### src/rtl/square_wave_gen.sv
// Square/pulse waveform generator: NCO phase accumulator, fine duty compare,
// programmable amplitude, unipolar/bipolar output, settings applied at period boundary.
module square_wave_gen #(
  parameter int unsigned ACC_W  = 32,
  parameter int unsigned DUTY_W = 10,
  parameter int unsigned DATA_W = 24
) (
  input  logic              i_clk,
  input  logic              i_rst_n,
  input  logic              i_en,
  input  logic [ACC_W-1:0]  i_ftw,
  input  logic [DUTY_W:0]   i_duty,
  input  logic [DATA_W-2:0] i_amp,
  input  logic              i_mode,
  input  logic              i_load,
  input  logic              i_sync,
  output logic [DATA_W-1:0] o_data,
  output logic              o_valid,
  output logic              o_wrap,
  output logic              o_pend
);

  typedef struct packed {
    logic [ACC_W-1:0]  ftw;
    logic [DUTY_W:0]   duty;
    logic [DATA_W-2:0] amp;
    logic              mode;
  } cfg_t;

  cfg_t              r_act;
  cfg_t              r_pnd;
  logic [ACC_W-1:0]  r_acc;
  logic              r_pend;
  logic [DATA_W-1:0] r_data;
  logic              r_valid;
  logic              r_wrap;

  cfg_t              w_in;
  cfg_t              w_cfg;
  logic [ACC_W-1:0]  w_ftw;
  logic [ACC_W:0]    w_sum;
  logic [ACC_W-1:0]  w_acc_next;
  logic [DUTY_W-1:0] w_phase;
  logic [DATA_W-1:0] w_mag;
  logic [DATA_W-1:0] w_sample;
  logic              w_idle_apply;
  logic              w_carry;
  logic              w_apply;
  logic              w_high;

  // Phase step, boundary detection and sample formation for this strobe
  always_comb begin
    w_in.ftw     = i_ftw;
    w_in.duty    = i_duty;
    w_in.amp     = i_amp;
    w_in.mode    = i_mode;
    // An idle generator takes pending settings at once, including for this step
    w_idle_apply = r_pend && (r_act.ftw == '0);
    w_ftw        = w_idle_apply ? r_pnd.ftw : r_act.ftw;
    w_sum        = {1'b0, r_acc} + {1'b0, w_ftw};
    w_carry      = w_sum[ACC_W] | i_sync;
    w_acc_next   = i_sync ? '0 : w_sum[ACC_W-1:0];
    w_apply      = w_idle_apply | (i_en & r_pend & w_carry);
    w_cfg        = w_apply ? r_pnd : r_act;
    w_phase      = w_acc_next[ACC_W-1 -: DUTY_W];
    w_high       = ({1'b0, w_phase} < w_cfg.duty);
    w_mag        = {1'b0, w_cfg.amp};
    w_sample     = '0;
    if (w_high)
      w_sample = w_mag;
    else if (w_cfg.mode)
      w_sample = DATA_W'(-w_mag);
  end

  always_ff @(posedge i_clk or negedge i_rst_n) begin
    if (!i_rst_n) begin
      r_act   <= '0;
      r_pnd   <= '0;
      r_acc   <= '0;
      r_pend  <= 1'b0;
      r_data  <= '0;
      r_valid <= 1'b0;
      r_wrap  <= 1'b0;
    end else begin
      if (i_load)
        r_pnd <= w_in;
      // Active takes the old pending set even if a new load lands this cycle
      if (w_apply)
        r_act <= r_pnd;
      r_pend  <= i_load | (r_pend & ~w_apply);
      r_valid <= i_en;
      r_wrap  <= i_en & w_carry;
      if (i_en) begin
        r_acc  <= w_acc_next;
        r_data <= w_sample;
      end
    end
  end

  assign o_data  = r_data;
  assign o_valid = r_valid;
  assign o_wrap  = r_wrap;
  assign o_pend  = r_pend;

endmodule

### config.mk
export PLATFORM = sky130hd
export DESIGN_NAME = square_wave_gen
export DESIGN_NICKNAME = d
export VERILOG_FILES = /design/src/rtl/square_wave_gen.sv
export SDC_FILE = /design/constraint.sdc
export NUM_CORES = 1
export LEC_CHECK = 0
export ABC_AREA = 1
export CORE_MARGIN = 2
export CORE_UTILIZATION = 53
export DETAILED_ROUTE_END_ITERATION = 8
export GPL_TIMING_DRIVEN = 0
export PLACE_DENSITY = 0.78
export SLEW_MARGIN = 20
export SYNTH_ARGS = -nofsm -noshare
export SYNTH_HDL_FRONTEND = slang
export SYNTH_SLANG_ARGS = --single-unit
### constraint.sdc
create_clock -name i_clk -period 5.2 [get_ports i_clk]
set_clock_uncertainty 0.2 [all_clocks]
set_input_delay 0.78 -clock i_clk [delete_from_list [all_inputs] [get_ports i_clk]]
set_output_delay 0.78 -clock i_clk [all_outputs]
set_load 0.02 [all_outputs]
# Yosys cells after proc, flatten, opt, wreduce, memory -nomap -nowiden
# Index checks and enable logic that the tools add are counted.
[classes] reduce_logical=2 n_lt_le_gt_ge=1 n_bitwise=8 n_addsub=2 muxes=5
[op_table] op="$mux 32" n=2
[op_table] op="$mux 24" n=2
[op_table] op="$mux 35" n=1
[op_table] op="$add 32x32->33" n=1
[op_table] op="$logic_not 32->1" n=1
[op_table] op="$neg 23->24" n=1
[op_table] op="$lt 10x11->1" n=1
[op_table] op="$and 1x1->1" n=4
[op_table] op="$or 1x1->1" n=3
[op_table] op="$logic_and 1x1->1" n=1
[op_table] op="$not 1->1" n=1
[totals] word_cells=31 ff_bits=193 inputBits=72

# Logic depth before layout (Yosys ltp)
[logic_depth] ltp_word=11 ltp_mapped=40 ltp_nobuf=34

# Least setup slack after synthesis
# Ideal clock, no wire load.
[synth_path] path_kind="register to register" start="register r_pend (netlist: o_pend)" end="register r_data[6] (netlist: o_data[6])" path_stages_with_launch=38 slack_ps=-228 required_ps=4883 t_arrival_ps=5110 synth_period_minus_slack_ps=5428 path_buffers=8 cell_sequence="dfrtp_1 -> nand4_1 -> nor4_1 -> nand2_1 -> clkbuf_1 -> clkbuf_1 -> clkbuf_1 -> o21ai_0 -> ha_1 -> fa_1 -> nand2_1 -> nand2_1 -> nand3_1 -> nand2_2 -> nand2_1 -> nand2_2 -> nand2_2 -> nand2_2 -> [2 not listed] -> buf_8 -> buf_6 -> buf_2 -> buf_2 -> o21ai_0 -> ha_1 -> a21oi_1 -> o21ai_0 -> a21oi_1 -> nor2_1 -> o21a_1 -> o21bai_2 -> nand2_2 -> buf_4 -> nand2_1 -> nand2_1 -> nand3_1 -> nand2_1"
[synth_between] elab_chain_len=10 elab_cells_between_ends=13 classes_between="add/sub: 2; order compare: 1; mux: 5; bitwise: 4; reduce/logical: 1"
[synth_rtl] element="from (decl)" line="33" rtl="logic r_pend;"
[synth_rtl] element="from (signal assigned)" line="90" rtl="r_pend <= i_load | (r_pend & ~w_apply);"
[synth_rtl] element="$logic_and 1x1->1" line="58" rtl="w_idle_apply = r_pend && (r_act.ftw == '0);"
[synth_rtl] element="$mux 32" line="59" rtl="w_ftw = w_idle_apply ? r_pnd.ftw : r_act.ftw;"
[synth_rtl] element="$add 32x32->33" line="60" rtl="w_sum = {1'b0, r_acc} + {1'b0, w_ftw};"
[synth_rtl] element="$or 1x1->1" line="61" rtl="w_carry = w_sum[ACC_W] | i_sync;"
[synth_rtl] element="$and 1x1->1" line="63" rtl="w_apply = w_idle_apply | (i_en & r_pend & w_carry);"
[synth_rtl] element="$or 1x1->1" line="63"
[synth_rtl] element="$mux 35"
[synth_rtl] element="$neg 23->24" line="72" rtl="w_sample = DATA_W'(-w_mag);"
[synth_rtl] element="$mux 24" line="71" rtl="else if (w_cfg.mode)"
[synth_rtl] element="$mux 24 (*)" line="69" rtl="if (w_high)"
[synth_rtl] element="to (signal assigned)" line="95" rtl="r_data <= w_sample;"
[synth_rtl] element="to (decl)" line="34" rtl="logic [DATA_W-1:0] r_data;"
# Every way passes the cells marked *; elsewhere a longest branch is shown, timed or not.
# A chain may end at the register's enable or synchronous reset.

==> run metrics <==
status finished, violations left; failing checks setup timing; Gate Count Post-Synth 1384; Via Count 9993; Sw Pwr 2.94 mW; slew margin rel. 50.5%; Worst Path Arrival 5740 ps; placed cell count 1747; post-synth net total 1499; warnings from Yosys 0; fin crit period 5550 ps; Synth Area per Inst 7.63 um2; post-route setup slack -352 ps; total gr overflow 0; peak supply drop 333 uV; Worst-Margin Slew 743 ps; prevailing post-synth register cell dfrtp_1; final WL 31200 um; slowest CP cell dfrtp_1; clock group share of total power 18.3%; vias in the first global route 9982; Yosys cell types 46; Clock Tree Buf Depth 2; Area contributors post-synth dfrtp_1 (46%), nand2_1 (15%), o21ai_0 (7.6%); Combinational Power Share 50.2%; cell-internal power 4.03 mW; synth cell count leaders nand2_1 (435), dfrtp_1 (193), inv_1 (177), o21ai_0 (160), nand3_1 (85); Buffers on Ports 97; max incr delay on CP 410 ps; Sw Share 42.2%; Initial Util 54.1%; drt first pass iters 8; ant diodes 0; Ports 99; Yosys top cell by area dfrtp_1; leakage 6.53 nW; Worst setup EP type register; CP startpoint kind register; cell with the most instances after synthesis nand2_1; layout cells sized above 1 15.5%; # setup viols final 24; fin nets 1659; Worst EP required 5390 ps; global-route wire length before repair 49200 um; register bit total from synthesis 193; crit path max fanout 8; number of enable flip-flop cells after synthesis 0; H-tree depth 4; Area growth syn-to-layout 27.4%; Die H 145 um; Design Area, Final 13500 um2; largest net degree at the start of global routing 102; setup TNS -7000 ps; Core ar. 19500 um2; clock-pin slew on the worst setup and hold paths 70 ps; CTS tree built; post-place setup slack -1680 ps; max_cap viols 0; die area 21100 um2; CTS Hold Buffers Added 0; GPL Wtd Cong 0.930; register area share after synthesis 45.7%; initial antenna violation count 0; Post-DRT Antenna Nets 0; FP Rows 51; Die W 145 um; number of buffers created by CTS 17; RSZ-0062 raised after global routing yes; drt via density 5.48; Mapped Area 10600 um2; Async SR Flop Fraction 100%; GRT Overall Usage 29.2%; post-route insts no fill 1822; Max Slew Vio Count 0; DRT iter0 DRCs 805; Clock Sinks 193; Placed Area 11900 um2; Period Utilization, post-route 107%; root buf cell clkbuf_16; FF/Latch Area 4830 um2; WL/cell 17.1 um; Detail Placement HPWL 21200 um; crit-path most repeated cell nand2_2; Seq pwr share 31.5%; power per cell area 518 nW/um2; multi-input logic area 5330 um2; final hold violations 0; share of the synthesized area in the top cell type 45.7%; Clock Latency Late Sink 450 ps; Min-Delay Path Class primary input to async pin; Residual DRC 0; FMAX 180 MHz; Setup CP Type register to register; Layout fillers 1573
[kinds of logic after synthesis]
family	count (synthesis)	share of synthesized area (%)
flip-flops	193	45.7
buffers and inverters	234	8.96
AO/OA/AOI/OAI	237	12.2
AND/OR/NAND/NOR	659	26.2
adder cells (fa/ha/maj)	43	5.17
XOR/XNOR	7	0.581
multiplexers	11	1.17
[cell usage in the layout (no fill, tap or decap), types with 4 or more instances in the layout]
cell and instances:
nor2_2 12, inv_1 175, inv_2 6, clkbuf_16 20, a21oi_2 16, nand4_1 10, buf_4 45, clkdlybuf4s50_1 96
o21ai_1 24, nand2_4 5, nand2_1 420, o21ai_2 16, mux2_2 11, o31ai_1 6, o21ai_0 120, nand3_1 69
ha_1 29, nor3_1 4, xor2_1 4, o21ai_4 4, nor2_1 70, clkinvlp_4 4, dfrtp_1 192, nand3_2 14
a21oi_1 24, buf_8 5, clkinv_2 4, buf_6 7, nand2_2 26, ha_4 11, clkbuf_1 33, nand3b_1 13
[registers in the layout, indices dropped and copies added (netlist names)]
name,flops
r_pnd,67
o_data,24
o_wrap,1
r_acc,32
r_act,67
o_valid,1
o_pend,1
[power by group through the flow]
stage / Combinational, mW / Sequential (mW) / Clock (mW)
2_1_floorplan: 1.87 / 2.24 / 0
3_3_place_gp: 2.72 / 2.17 / 0
3_5_place_dp: 2.80 / 2.18 / 0
4_1_cts: 3.14 / 2.17 / 1.28
5_1_grt: 3.83 / 2.24 / 1.34
6_report: 3.50 / 2.19 / 1.28
[per-stage QoR]
step	hold slack, ps	utilization, %	power (mW)
6_report	140	68.9	6.97
5_1_grt	207	68.9	7.41
4_1_cts	185	66.9	6.58
3_5_place_dp	265	60.9	4.98
3_3_place_gp	259	60.8	4.89
2_1_floorplan	253	-	4.11
[cell type report]
cell class	instances	area share, %
Multi-Input combinational cell	957	39.6
Sequential cell	193	35.9
Timing Repair Buffer	143	10.1
Buffer	51	2.78
Tap cell	265	2.46
Clock inverter	12	0.790
Clock buffer	20	3.32
Inverter	181	5.05
[routing by layer]
layer  share of wire, %  routed length (um)  up-vias  global-route usage (%)
met5                  0                   0        -                       0
met4                4.5                1410        0                    13.9
met3                5.9                1840      101                    5.06
met2                 50               15500      397                    51.2
met1                 40               12400     4745                    34.9
li1                   -                   -     4750                       -
[worst max-delay path: cells and delay by family, from the launching register on]
family                   cells  cell delay (ps)
AND/OR/NAND/NOR             19             1990
AO/OA/AOI/OAI                8             1210
buffers and inverters        7             1010
adder cells (fa/ha/maj)      3              650
flip-flops                   1              410
[path summary, 6_finish.rpt]
check	from	endpoint	slack, ps	cells past startpoint
worst max-delay path	r_act[46]	o_data[4]	-350	37
worst min-delay path	i_rst_n	r_pnd[44]	140	1
worst max register to register	r_act[46]	o_data[4]	-350	37
worst min register to register	o_data[17]	o_data[17]	270	2
max in group asynchronous	i_rst_n	r_act[10]	3710	2
min in group i_clk	o_data[17]	o_data[17]	270	2
[timing repair]
action,in CTS,in global routing
pin swaps,43,41
setup buffers,28,13
gates cloned,3,1
gates resized for setup,115,70
setup endpoints to repair,39,24
No activity file was read; power rests on OpenSTA's default activity.
